===== config.mk =====
export PLATFORM = sky130hd
export DESIGN_NAME = trap_sequencer
export DESIGN_NICKNAME = d
export VERILOG_FILES = /design/src/rtl/trap_pkg.sv /design/src/rtl/irq_prio_enc.sv /design/src/rtl/trap_sequencer.sv
export SDC_FILE = /design/constraint.sdc
export NUM_CORES = 1
export LEC_CHECK = 0
export CORE_MARGIN = 5
export CORE_UTILIZATION = 39
export DETAILED_ROUTE_END_ITERATION = 16
export PLACE_DENSITY_LB_ADDON = 0.05
export SETUP_SLACK_MARGIN = 0.05
export SLEW_MARGIN = 20
export SYNTH_ARGS = -nofsm -noshare
export SYNTH_HDL_FRONTEND = slang
export SYNTH_HIERARCHICAL = 1
export SYNTH_SLANG_ARGS = --single-unit

===== constraint.sdc =====
create_clock -name clk_i -period 2.2 [get_ports clk_i]
set_input_delay 0.66 -clock clk_i [delete_from_list [all_inputs] [get_ports clk_i]]
set_output_delay 0.66 -clock clk_i [all_outputs]
set_load 0.01 [all_outputs]

===== src/rtl/trap_pkg.sv =====
// Shared definitions for the trap sequencer: CSR addresses, cause codes,
// mstatus field positions, FSM state encoding and mstatus update helpers.
package trap_pkg;

  localparam logic [11:0] CSR_MSTATUS = 12'h300;
  localparam logic [11:0] CSR_MEPC    = 12'h341;
  localparam logic [11:0] CSR_MCAUSE  = 12'h342;
  localparam logic [11:0] CSR_MTVAL   = 12'h343;

  localparam logic [3:0] EXC_INSTR_MISALIGN = 4'd0;
  localparam logic [3:0] EXC_ILLEGAL_INSTR  = 4'd2;
  localparam logic [3:0] EXC_BREAKPOINT     = 4'd3;
  localparam logic [3:0] EXC_LOAD_MISALIGN  = 4'd4;
  localparam logic [3:0] EXC_STORE_MISALIGN = 4'd6;
  localparam logic [3:0] EXC_ECALL_M        = 4'd11;

  localparam logic [3:0] IRQ_MSI = 4'd3;
  localparam logic [3:0] IRQ_MTI = 4'd7;
  localparam logic [3:0] IRQ_MEI = 4'd11;

  localparam int MSTATUS_MIE    = 3;
  localparam int MSTATUS_MPIE   = 7;
  localparam int MSTATUS_MPP_LO = 11;
  localparam int MSTATUS_MPP_HI = 12;

  typedef enum logic [2:0] {
    S_IDLE,
    S_DRAIN,
    S_W_MEPC,
    S_W_MCAUSE,
    S_W_MTVAL,
    S_W_MSTATUS,
    S_REDIRECT
  } state_e;

  typedef enum logic [1:0] {
    K_EXC,
    K_XRET,
    K_IRQ
  } kind_e;

  function automatic logic [31:0] mstatus_trap_entry(input logic [31:0] ms);
    logic [31:0] r;
    r = ms;
    r[MSTATUS_MPIE] = ms[MSTATUS_MIE];
    r[MSTATUS_MIE] = 1'b0;
    r[MSTATUS_MPP_HI:MSTATUS_MPP_LO] = 2'b11;
    return r;
  endfunction

  function automatic logic [31:0] mstatus_mret(input logic [31:0] ms);
    logic [31:0] r;
    r = ms;
    r[MSTATUS_MIE] = ms[MSTATUS_MPIE];
    r[MSTATUS_MPIE] = 1'b1;
    r[MSTATUS_MPP_HI:MSTATUS_MPP_LO] = 2'b11;
    return r;
  endfunction

endpackage


===== src/rtl/irq_prio_enc.sv =====
// Fixed-priority encoder for enabled machine interrupts: MEI > MSI > MTI.
module irq_prio_enc
  import trap_pkg::*;
(
  input  logic [2:0] irq,
  output logic       valid,
  output logic [3:0] cause
);

  // irq bit order is {MEI, MTI, MSI}, but MSI outranks MTI
  always_comb begin
    valid = |irq;
    cause = 4'd0;
    if (irq[2])      cause = IRQ_MEI;
    else if (irq[0]) cause = IRQ_MSI;
    else if (irq[1]) cause = IRQ_MTI;
  end

endmodule


===== src/rtl/trap_sequencer.sv =====
// Trap-entry / MRET controller: drains the pipeline, writes the machine trap
// CSRs one per cycle, then redirects fetch to the handler or back to mepc.
module trap_sequencer
  import trap_pkg::*;
#(
  parameter bit          VECTORED_EN = 1'b1,
  parameter int unsigned DRAIN_MAX   = 15
) (
  input  logic        clk_i,
  input  logic        rst_i,
  input  logic        exc_req_i,
  input  logic [3:0]  exc_cause_i,
  input  logic [31:0] exc_tval_i,
  input  logic [31:0] exc_pc_i,
  input  logic        is_xret_i,
  input  logic        wb_valid_i,
  input  logic [31:0] next_pc_i,
  input  logic [2:0]  irq_i,
  input  logic [31:0] mstatus_i,
  input  logic [31:0] mepc_i,
  input  logic [31:0] mtvec_i,
  input  logic        mem_busy_i,
  output logic        flush_o,
  output logic        stall_o,
  output logic        csr_we_o,
  output logic [11:0] csr_waddr_o,
  output logic [31:0] csr_wdata_o,
  output logic        pc_redirect_o,
  output logic [31:0] pc_target_o,
  output logic        busy_o
);

  localparam logic [3:0] DRAIN_LAST = 4'(DRAIN_MAX - 1);

  state_e      state, next_state;
  kind_e       kind_q, accept_kind;
  logic        accept;
  logic [3:0]  cause_q, drain_cnt;
  logic [31:0] tval_q, epc_q;
  logic        irq_valid;
  logic [3:0]  irq_cause;
  logic        drain_done;

  logic        flush_d, stall_d, we_d, redir_d, busy_d;
  logic [11:0] waddr_d;
  logic [31:0] wdata_d, target_d, vec_base;

  irq_prio_enc u_irq_prio_enc (
    .irq   (irq_i),
    .valid (irq_valid),
    .cause (irq_cause)
  );

  always_ff @(posedge clk_i or negedge rst_i) begin
    if (!rst_i) state <= S_IDLE;
    else        state <= next_state;
  end

  assign drain_done = !mem_busy_i || (drain_cnt == DRAIN_LAST);

  always_comb begin
    next_state  = state;
    accept      = 1'b0;
    accept_kind = K_EXC;
    case (state)
      S_IDLE: begin
        if (exc_req_i) begin
          accept = 1'b1;
          accept_kind = K_EXC;
        end else if (is_xret_i) begin
          accept = 1'b1;
          accept_kind = K_XRET;
        end else if (wb_valid_i && mstatus_i[MSTATUS_MIE] && irq_valid) begin
          accept = 1'b1;
          accept_kind = K_IRQ;
        end
        if (accept) next_state = S_DRAIN;
      end
      S_DRAIN:     if (drain_done) next_state = (kind_q == K_XRET) ? S_W_MSTATUS : S_W_MEPC;
      S_W_MEPC:    next_state = S_W_MCAUSE;
      S_W_MCAUSE:  next_state = S_W_MTVAL;
      S_W_MTVAL:   next_state = S_W_MSTATUS;
      S_W_MSTATUS: next_state = S_REDIRECT;
      S_REDIRECT:  next_state = S_IDLE;
      default:     next_state = S_IDLE;
    endcase
  end

  // The drain counter only runs while DRAIN is held; any exit clears it
  always_ff @(posedge clk_i or negedge rst_i) begin
    if (!rst_i) begin
      kind_q    <= K_EXC;
      cause_q   <= 4'd0;
      tval_q    <= 32'd0;
      epc_q     <= 32'd0;
      drain_cnt <= 4'd0;
    end else begin
      if (accept) begin
        kind_q  <= accept_kind;
        cause_q <= (accept_kind == K_EXC) ? exc_cause_i :
                   (accept_kind == K_IRQ) ? irq_cause : 4'd0;
        tval_q  <= (accept_kind == K_EXC) ? exc_tval_i : 32'd0;
        epc_q   <= (accept_kind == K_IRQ) ? next_pc_i : exc_pc_i;
      end
      if (state == S_DRAIN && next_state == S_DRAIN) drain_cnt <= drain_cnt + 4'd1;
      else                                         drain_cnt <= 4'd0;
    end
  end

  assign vec_base = {mtvec_i[31:2], 2'b00};

  // Decoded from next_state so the registered outputs line up with the state
  always_comb begin
    flush_d  = 1'b0;
    stall_d  = 1'b0;
    we_d     = 1'b0;
    waddr_d  = 12'd0;
    wdata_d  = 32'd0;
    redir_d  = 1'b0;
    target_d = 32'd0;
    busy_d   = (next_state != S_IDLE);
    case (next_state)
      S_DRAIN: begin
        flush_d = 1'b1;
        stall_d = 1'b1;
      end
      S_W_MEPC: begin
        stall_d = 1'b1;
        we_d    = 1'b1;
        waddr_d = CSR_MEPC;
        wdata_d = {epc_q[31:2], 2'b00};
      end
      S_W_MCAUSE: begin
        stall_d = 1'b1;
        we_d    = 1'b1;
        waddr_d = CSR_MCAUSE;
        wdata_d = {(kind_q == K_IRQ), 27'd0, cause_q};
      end
      S_W_MTVAL: begin
        stall_d = 1'b1;
        we_d    = 1'b1;
        waddr_d = CSR_MTVAL;
        wdata_d = tval_q;
      end
      S_W_MSTATUS: begin
        stall_d = 1'b1;
        we_d    = 1'b1;
        waddr_d = CSR_MSTATUS;
        wdata_d = (kind_q == K_XRET) ? mstatus_mret(mstatus_i) : mstatus_trap_entry(mstatus_i);
      end
      S_REDIRECT: begin
        stall_d = 1'b1;
        redir_d = 1'b1;
        if (kind_q == K_XRET)
          target_d = mepc_i;
        else if (kind_q == K_IRQ && VECTORED_EN && mtvec_i[1:0] == 2'b01)
          target_d = vec_base + {26'd0, cause_q, 2'b00};
        else
          target_d = vec_base;
      end
      default: ;
    endcase
  end

  always_ff @(posedge clk_i or negedge rst_i) begin
    if (!rst_i) begin
      flush_o       <= 1'b0;
      stall_o       <= 1'b0;
      csr_we_o      <= 1'b0;
      csr_waddr_o   <= 12'd0;
      csr_wdata_o   <= 32'd0;
      pc_redirect_o <= 1'b0;
      pc_target_o   <= 32'd0;
      busy_o        <= 1'b0;
    end else begin
      flush_o       <= flush_d;
      stall_o       <= stall_d;
      csr_we_o      <= we_d;
      csr_waddr_o   <= waddr_d;
      csr_wdata_o   <= wdata_d;
      pc_redirect_o <= redir_d;
      pc_target_o   <= target_d;
      busy_o        <= busy_d;
    end
  end

endmodule


==> results of run 1 <==
-- cell usage after synthesis (16+ instances only) --
library cell	n	area, um^2
xor2_1	27	236
clkbuf_1	22	82.6
mux2i_1	34	340
dfrtp_1	147	3680
o21ai_0	41	205
nand2_1	103	387
a21oi_1	25	125
nor2_1	28	105
a22o_1	32	280
o21ai_1	21	105
a22oi_1	25	188
nand4_1	19	119
buf_4	16	120
-- metal layers --
metal  GRT usage (%)  vias to the layer above
li1                -                     2973
met1            28.8                     3015
met2            37.3                      248
met3            4.97                       34
met4            6.87                        0
met5               0                        -
-- kinds of logic (layout without fill, tap and decap cells) --
family          after synthesis  count (layout)
xor+xnor                     28              28
fa+ha+maj                     7               7
simple gates                203             203
mux                          34              34
other cells                   1               7
compound gates              172             172
buf+inv                      69             394
flops                       147             147
-- cell type report --
cell class / instances / area, um^2 / share of cell area (%)
Clock inverter: 14 / 164 / 1.48
Timing Repair Buffer: 351 / 3530 / 31.9
Clock buffer: 18 / 439 / 3.96
Tap cell: 225 / 282 / 2.54
Inverter: 11 / 41.3 / 0.373
Multi-Input combinational cell: 451 / 2940 / 26.5
Sequential cell: 147 / 3680 / 33.2
-- flip-flops by register name, indices dropped and copies added (netlist names) --
name           count
epc_q             30
stall_o            1
cause_q            4
csr_wdata_o       32
busy_o             1
pc_target_o       32
drain_cnt          4
flush_o            1
csr_waddr_o        4
pc_redirect_o      1
tval_q            32
state              3
kind_q             2
-- critical path: cells and delay by family --
family | cells | cell delay, ns
and+or+nand+nor | 3 | 0.82
AOI/OAI and AO/OA | 1 | 0.09
buffers and inverters | 2 | 0.60
muxes | 1 | 0.27
-- where the power goes --
| group | internal, mW | switching [mW] | total, mW | leakage, nW |
|---|---|---|---|---|
| clock | 1.74 | 1.25 | 2.98 | 0.293 |
| sequential | 3.76 | 0.519 | 4.28 | 1.92 |
| combinational | 2.66 | 2.46 | 5.12 | 2.64 |
-- per-stage QoR --
step	total power, mW	std cells
after global placement	9.04	1179
after detailed placement	9.17	1179
after global routing	13.1	1217
final	12.4	1217
after CTS	12.3	1214
after floorplan	6.67	667
-- worst max path at each step --
stage | start | to | slack [ns] | depth (start not counted)
6_report | irq_i[0] | epc_q[29]$_DFFE_PN0P_ | 0.05 | 7
2_1_floorplan | mtvec_i[2] | pc_target_o[24]$_DFF_PN0_ | 0.06 | 9
5_1_grt | cause_q[0]$_DFFE_PN0P_ | pc_target_o[18]$_DFF_PN0_ | 0.02 | 10
3_5_place_dp | mtvec_i[2] | pc_target_o[14]$_DFF_PN0_ | -0.65 | 10
3_3_place_gp | mtvec_i[2] | pc_target_o[12]$_DFF_PN0_ | -0.57 | 10
4_1_cts | irq_i[0] | epc_q[13]$_DFFE_PN0P_ | 0.05 | 7
-- timing repair --
item / 4_1_cts / 5_1_grt
gates cloned: 2 / 2
hold buffers: 0 / 0
buffers inserted: 1 / 1
endpoints found under the setup margin: 21 / 52
resized for setup: 8 / 16
pin swaps: 2 / 6
==> results.toml, run 1 <==
[route]
vias = 6270
drc = 0
postRouteWirelength_um = 22800
ant_nets = 0
dr.max_layer_used = "met4"
wl_met3_um = 1780
vias_per_cell = 5.15
wl_met1_um = 9400
first_pass_iters = 5
drtIter0Drc = 421
wire_per_inst_um = 18.7
dr_wl_met2_um = 11200

[worst_hold_path]
hp-class = "input pin to async pin"

[final_layout]
layout_common_cells = "clkdlybuf4s50_1, dfrtp_1, nand2_1, buf_4, o21ai_0"
antennaDiodeCount = 0
stdcell_area_um2 = 11100
final_common_cell = "clkdlybuf4s50_1"
postLayoutCoreUtil_pct = 64.3
fillerInstances = 1335
nNetsFinal = 1191
area_growth_pct = 62.5
drive_gt1_share_pct = 13.9

[placed_design]
routabilityCongestion = 0.888
dpl_cell_area_um2 = 10300
hpwl_um = 16600
portBuffers = 272
pre_cts_slack_ns = -0.650

[grt]
grt_pass1_wl_um = 35200
grt_usage_pct = 22.2
grt_remaining_overflow = 0
first_global_vias = 6607
antenna_found_initial = 0
grt_max_degree = 59

[clocking]
numCtsBuffers = 17
cts_buffer_depth = 2
tritoncts = "built"
clk_pin_slew_worst_paths_ns = 0.06
clkSinkCount = 147
root_buffer = "clkbuf_16"
h-tree-depth = 4
clock_latency_ns = 0.42

[critical_path]
crit_chain = "clkdlybuf4s50_1, or3_4, and3_4, and3_4, buf_4, mux2i_1, o21ai_1"
reg2reg_depth = 8
r2r_end = "csr_wdata_o[18]$_DFF_PN0_"
crit_type = "input pin to register"
required_ns = 2.50
crit_arrival_ns = 2.45
max_stage_delay_ns = 0.43
endpoint_kind = "register"
slowest_stage = "clkdlybuf4s50_1"
rrSetupSlack_ns = 0.10
r2r-start = "drain_cnt[0]$_DFF_PN0_"
critPathMaxFanout = 5
crit_top_cell = "and3_4"
start_kind = "input pin"

[synthesis]
ys_seq_area_share_pct = 54.0
yosys.area_share.simple_pct = 14.2
synth_compound_area_share_pct = 16.9
synth-edff-count = 0
ys_ff_latch = 147
syn-cell-area_um2 = 6820
synth-xor-area-share_pct = 3.60
ys_warn_count = 6
synth_cell_type_count = 53
synthArstFlopShare_pct = 100
synth_top_family_by_area = "compound AO/OA/AOI/OAI gates"
synthCells = 661
synthMuxAreaShare_pct = 4.99
synth_ff_type = "dfrtp_1"
syn_avg_cell_area_um2 = 10.3
synth-adder-area-share_pct = 1.40

[die]
core_area_um2 = 17200
die_y_um = 142
die_w_um = 142
rows = 48
io_pins = 286
start_util_pct = 39.5
die-area_um2 = 20200

[timing]
period_share_pct = 97.7
whs_ns = 0.162
relSlewSlack_pct = 63.9
tightest_slew_ns = 0.541
period_needed_ns = 2.15
drv_slew = 0
final.setup.tns_ns = 0
fmax_mhz = 465
rsz0062_at_grt = "true"
hold_viol = 0
finalSetupViolCount = 0
setup_slack_ns = 0.0500
skew_ns = 0.00741

[run_status]
outcome = "complete, no violations"

[pwr]
p_leak_nw = 4.84
max-vdd-ir-drop_v = 0.000650
powerDensity_nw_per_um2 = 1120

[flow_run]
max_cap_violations = 0
(Power assumes the default switching activity.)
==> run 2, diff against run 1 <==
--- a/config.mk
+++ b/config.mk
@@ -7,6 +7,7 @@
 export LEC_CHECK = 0
 export CORE_MARGIN = 5
 export CORE_UTILIZATION = 39
+export CTS_CLUSTER_DIAMETER = 30
 export DETAILED_ROUTE_END_ITERATION = 16
 export PLACE_DENSITY_LB_ADDON = 0.05
 export SETUP_SLACK_MARGIN = 0.05
==> results of run 2 <==
No change in the layout: final DEF, timing and power equal those of run 1.
